**src/rtl/decode_prefix_sequencer.sv**
```systemverilog
// decode_prefix_sequencer
// Gathers the prefix bytes of one instruction, which may be spread over
// several fetch windows, into a single summary for the opcode stage.
// Retires the prefix bytes from the fetch queue as they are consumed and
// holds the summary until the opcode stage accepts it.
// Optional feature: define PREFIX_SEQ_LENGTH_CHECK_EN to fault on prefix runs
// of 15 bytes or more. The fault is held until flush or reset.
module decode_prefix_sequencer (
    input  logic       i_clock,
    input  logic       i_reset_n,
    input  logic       i_flush,
    input  logic [2:0] i_queue_valid_count,
    input  logic [2:0] i_prefix_count,
    input  logic       i_lock,
    input  logic       i_repeat_ne,
    input  logic       i_repeat_e,
    input  logic       i_operand_size,
    input  logic       i_address_size,
    input  logic       i_segment_override,
    input  logic [2:0] i_segment_override_index,
    input  logic       i_prefix_error,
    input  logic       i_prefix_ready,
    output logic [2:0] o_queue_pop,
    output logic       o_prefix_valid,
    output logic       o_lock,
    output logic       o_repeat_ne,
    output logic       o_repeat_e,
    output logic       o_operand_size,
    output logic       o_address_size,
    output logic       o_segment_override,
    output logic [2:0] o_segment_override_index,
    output logic [3:0] o_prefix_bytes,
    output logic       o_error,
    output logic       o_fault
);

`ifdef PREFIX_SEQ_LENGTH_CHECK_EN
    typedef enum logic [1:0] {
        ST_SCAN  = 2'd0,
        ST_HOLD  = 2'd1,
        ST_FAULT = 2'd2
    } state_t;
`else
    typedef enum logic [1:0] {
        ST_SCAN  = 2'd0,
        ST_HOLD  = 2'd1
    } state_t;
`endif

    // Everything the opcode stage sees about the prefix run, cleared as a unit
    typedef struct packed {
        logic       lock;
        logic       repeat_ne;
        logic       repeat_e;
        logic       operand_size;
        logic       address_size;
        logic       seg_override;
        logic [2:0] seg_index;
        logic [3:0] bytes;
        logic       error;
    } summary_t;

    state_t     r_state;
    summary_t   r_sum;
    logic       r_prefix_valid;
    logic       r_fault;

    logic [2:0] w_valid_clamped;
    logic [2:0] w_eff;
    logic       w_scan;
    logic       w_take;
    logic       w_accum;
    logic       w_opcode_seen;
    logic [4:0] w_bytes_sum;
    logic [3:0] w_bytes_next;

    // Window decode: effective prefix count and what this SCAN cycle does
    always_comb begin
        w_valid_clamped = (i_queue_valid_count > 3'd4) ? 3'd4 : i_queue_valid_count;
        w_eff           = (i_prefix_count < w_valid_clamped) ? i_prefix_count : w_valid_clamped;
        w_scan          = (r_state == ST_SCAN);
        w_take          = w_scan && !i_flush && (w_valid_clamped != 3'd0);
        w_accum         = w_take && (w_eff != 3'd0);
        w_opcode_seen   = w_take && (w_eff < w_valid_clamped);
        w_bytes_sum     = {1'b0, r_sum.bytes} + {2'b00, w_eff};
        w_bytes_next    = (w_bytes_sum > 5'd15) ? 4'd15 : w_bytes_sum[3:0];
    end

    // Queue pop is combinational and must read 0 while reset is held
    always_comb begin
        o_queue_pop = '0;
        if (i_reset_n && w_scan && !i_flush) begin
            o_queue_pop = w_eff;
        end
    end

    // Sequencer: accumulate in SCAN, present in HOLD, park in FAULT
    always_ff @(posedge i_clock or negedge i_reset_n) begin
        if (!i_reset_n) begin
            r_state        <= ST_SCAN;
            r_sum          <= '0;
            r_prefix_valid <= 1'b0;
            r_fault        <= 1'b0;
        end else if (i_flush) begin
            r_state        <= ST_SCAN;
            r_sum          <= '0;
            r_prefix_valid <= 1'b0;
            r_fault        <= 1'b0;
        end else begin
            case (r_state)
                ST_SCAN: begin
                    if (w_accum) begin
                        r_sum.lock         <= r_sum.lock         | i_lock;
                        r_sum.repeat_ne    <= r_sum.repeat_ne    | i_repeat_ne;
                        r_sum.repeat_e     <= r_sum.repeat_e     | i_repeat_e;
                        r_sum.operand_size <= r_sum.operand_size | i_operand_size;
                        r_sum.address_size <= r_sum.address_size | i_address_size;
                        r_sum.seg_override <= r_sum.seg_override | i_segment_override;
                        r_sum.error        <= r_sum.error        | i_prefix_error;
                        r_sum.bytes        <= w_bytes_next;
                        if (i_segment_override) begin
                            r_sum.seg_index <= i_segment_override_index;
                        end
                    end
`ifdef PREFIX_SEQ_LENGTH_CHECK_EN
                    // Overlong run wins over a same-cycle opcode detection
                    if (w_accum && (w_bytes_next > 4'd14)) begin
                        r_state <= ST_FAULT;
                        r_fault <= 1'b1;
                    end else if (w_opcode_seen) begin
                        r_state        <= ST_HOLD;
                        r_prefix_valid <= 1'b1;
                    end
`else
                    if (w_opcode_seen) begin
                        r_state        <= ST_HOLD;
                        r_prefix_valid <= 1'b1;
                    end
`endif
                end
                ST_HOLD: begin
                    if (i_prefix_ready) begin
                        r_state        <= ST_SCAN;
                        r_sum          <= '0;
                        r_prefix_valid <= 1'b0;
                    end
                end
`ifdef PREFIX_SEQ_LENGTH_CHECK_EN
                ST_FAULT: begin
                    r_fault <= 1'b1;
                end
`endif
                default: begin
                    r_state        <= ST_SCAN;
                    r_sum          <= '0;
                    r_prefix_valid <= 1'b0;
                    r_fault        <= 1'b0;
                end
            endcase
        end
    end

    // Flush suppresses the summary in the cycle it is asserted
    assign o_prefix_valid           = r_prefix_valid & ~i_flush;
    assign o_lock                   = r_sum.lock;
    assign o_repeat_ne              = r_sum.repeat_ne;
    assign o_repeat_e               = r_sum.repeat_e;
    assign o_operand_size           = r_sum.operand_size;
    assign o_address_size           = r_sum.address_size;
    assign o_segment_override       = r_sum.seg_override;
    assign o_segment_override_index = r_sum.seg_index;
    assign o_prefix_bytes           = r_sum.bytes;
    assign o_error                  = r_sum.error;
    assign o_fault                  = r_fault;

endmodule

```
**config.mk**
```make
export PLATFORM = sky130hd
export DESIGN_NAME = decode_prefix_sequencer
export DESIGN_NICKNAME = d
export VERILOG_FILES = /design/src/rtl/decode_prefix_sequencer.sv
export SDC_FILE = /design/constraint.sdc
export NUM_CORES = 1
export LEC_CHECK = 0
export CAP_MARGIN = 20
export CORE_MARGIN = 2
export CORE_UTILIZATION = 47
export CTS_CLUSTER_DIAMETER = 80
export DETAILED_ROUTE_END_ITERATION = 16
export PLACE_DENSITY_LB_ADDON = 0.25
export SKIP_LAST_GASP = 1
export SLEW_MARGIN = 30
export SYNTH_ARGS = -nofsm -noshare
export SYNTH_HDL_FRONTEND = slang
export SYNTH_SLANG_ARGS = --single-unit
```
**constraint.sdc**
```tcl
create_clock -name i_clock -period 4.7 [get_ports i_clock]
set_input_delay 1.41 -clock i_clock [delete_from_list [all_inputs] [get_ports i_clock]]
set_output_delay 1.41 -clock i_clock [all_outputs]
set_load 0.02 [all_outputs]
```
==> qor.txt <==
Final Critical Period -> 4.67 ns
Worst Slack Setup Final -> 0.0251 ns
Main synth FF type -> dfrtp_1
Worst Setup EP -> o_queue_pop[1]
VDD IR-drop max -> 0.265 mV
# placed instances -> 185
Pwr/cell area -> 275 nW/um2
Fin crit share -> 99.5%
Post-synth EDFFs -> 0
Hold Path Class -> register to register
FF+latch count, synth -> 15
Row Count -> 17
Fraction of registers with async set/reset -> 100%
Final instance area -> 1570 um2
Syn nets -> 136
Vias in the first global route -> 1019
Cells after Synth -> 109
Cell Area, Placed -> 1530 um2
Share of cells above drive strength 1 -> 20.5%
Post-CTS setup buffers -> 0
Critical path class -> input port to output pin
Total congestion overflow -> 0
Gr usage total -> 22.6%
Simple-Gate Fraction of Synth Area -> 17.7%
Max-Cap Viols -> 0
TritonCTS Sinks -> 15
Slew Viols, Final -> 0
Setup repair after global routing missed its margin -> yes
Drt initial violations -> 19
Via/cell ratio -> 5.44
Adder and majority cell fraction of the synthesized area -> 9.16%
Worst r2r src -> o_prefix_bytes[0]
Die X -> 51.0 um
CTS clk-pin slew, worst paths -> 0.09 ns
Dominant cells by area after synthesis -> dfrtp_1 (36%), ha_1 (7.2%), a22o_1 (5.1%)
Most frequent cells after synthesis -> dfrtp_1 (15), inv_1 (10), a21oi_1 (7), nand2_1 (7)
Die ar. -> 2600 um2
Pleak -> 0.695 nW
Post-synth top area cell -> dfrtp_1
Die Ht -> 51.0 um
Worst Path Arrival -> 3.26 ns
Boundary Pins -> 39
P&R area growth vs syn -> 51.1%
TritonCTS Buffers -> 3
Setup WS pre-CTS -> -0.296 ns
Worst-path maximum fanout -> 4
Worst Skew -> 0.0103 ns
Mux contribution to synthesized area -> 0%
Worst Setup SP -> i_queue_valid_count[2]
DRT antenna net count -> 0
Initial Util -> 48.3%
Final Hold Violating Endpoints -> 0
Post-synthesis xor/xnor area fraction -> 0.843%
RR Endpoint -> o_prefix_bytes[3]
Wire per inst -> 13.8 um
N_diodes -> 0
Fin cells -> 189
Synth cell types -> 43
Yosys top cell area share -> 36.1%
Antenna violations before repair -> 0
Count leader, synth -> dfrtp_1
Required time worst endpoint -> 3.29 ns
CTS tree -> yes
DRC viols -> 0
Outcome -> finished clean
Endpoints failing setup -> 0
Worst Reg-to-Reg Cells -> 8
Setup crit start kind -> input port
Syn Area/Cell -> 9.53 um2
Pwr Total -> 432 uW
Clk Latency, worst-skew pair -> 0.29 ns
Fmax -> 214 MHz
Nets -> 189
Syn Std Cell Area -> 1040 um2
First-pass GRT wire length -> 4440 um
Largest net degree at the start of global routing -> 16
Flop2flop setup slack -> 2.80 ns
HPWL after DPL -> 2120 um
Core area -> 2150 um2
Clock Root Buffer -> clkbuf_4
YS warnings -> 0
DR vias -> 1028
Largest family of logic cells by synthesized area -> compound AO/OA/AOI/OAI gates
RD Place Congestion -> 0.865
Port Buffers -> 37
WL final -> 2610 um
Compound-Gate Fraction of Synth Area -> 30.7%
Clk buf depth -> 2
Sequential-to-total area share from yosys stat -> 36.1%
Crit path capture type -> output pin
Pre-Repair DR Iteration Count -> 4
H-tree depth -> 1
-- where the power goes --
group	total [mW]	internal [mW]	switching, mW	leakage (nW)
logic	0.196	0.0989	0.0973	0.481
registers	0.159	0.146	0.0122	0.200
clock network	0.0774	0.0323	0.0451	0.0139
-- routing by layer --
layer | up-vias | share of wire [%] | wire (um) | track usage (%)
met2 | 28 | 50 | 1300 | 38.3
met5 | - | 0 | 0 | 0
met3 | 2 | 4.2 | 109 | 4.09
li1 | 508 | - | - | -
met4 | 0 | 0.54 | 14 | 9.01
met1 | 490 | 45 | 1180 | 28.2
-- how the worst min path moves through the flow --
stage                             from            endpoint  slack, ns  cells after the start
floorplan           o_segment_override  o_segment_override       0.59                      2
CTS                 o_segment_override  o_segment_override       0.50                      2
finish              o_segment_override  o_segment_override       0.49                      2
global placement    o_segment_override  o_segment_override       0.47                      2
global route               o_repeat_ne         o_repeat_ne       0.53                      1
detailed placement  o_segment_override  o_segment_override       0.47                      2
-- layout by cell type, fill, tap and decap left out, types with 4 or more instances in the layout --
master	netlist	final
o22ai_1	6	6
nor2b_1	4	4
a22o_1	6	6
nand2_1	7	7
inv_1	10	10
ha_1	6	5
dfrtp_1	15	15
nor2_1	4	4
buf_4	1	13
a21oi_1	7	7
clkdlybuf4s50_1	0	35
-- worst max-delay path: stages --
cell             delay (ns)
clkdlybuf4s50_1        0.45
nand2b_1               0.21
ha_4                   0.30
nand2_1                0.05
o211a_1                0.24
a21o_2                 0.19
and3_1                 0.17
clkdlybuf4s15_2        0.25
-- metrics by stage --
stage	utilization [%]	hold WS, ns	TNS (ns)
floorplan	-	0.591	0
detailed placement	71.2	0.470	-0.517
finish	73.0	0.494	0
global route	73.0	0.531	-0.0584
CTS	73.3	0.502	0
global placement	71.2	0.465	-0.447
-- area by class of cell --
type                    instances  area, um2
fillers                       169        579
well taps                      28       35.0
inverters                      11       41.3
repair buffers                 50        464
multi-input cells              81        623
clock buffers                   3       22.5
flip-flops and latches         15        375
clock inverters                 1       7.51
-- sequential cells by signal, indices dropped and copies added, names as in the netlist --
register	count
o_address_size	1
o_segment_override_index	3
o_segment_override	1
o_repeat_ne	1
o_prefix_bytes	4
o_lock	1
o_operand_size	1
o_error	1
r_prefix_valid	1
o_repeat_e	1
-- timing repair --
action | CTS | global route
endpoints found under the setup margin | 2 | 2
resized for setup | 6 | 1
endpoints found under the hold margin | 0 | 0
hold buffers | 0 | 0
-- logic make-up (layout without fill, tap and decap cells) --
kind of cell	Yosys count	in the layout
AO/OA/AOI/OAI	39	39
flip-flops	15	15
buffers and inverters	13	65
XOR/XNOR	1	1
AND/OR/NAND/NOR	33	33
other	1	1
adder cells (fa/ha/maj)	7	7
Power figures use the tool's default switching activity.
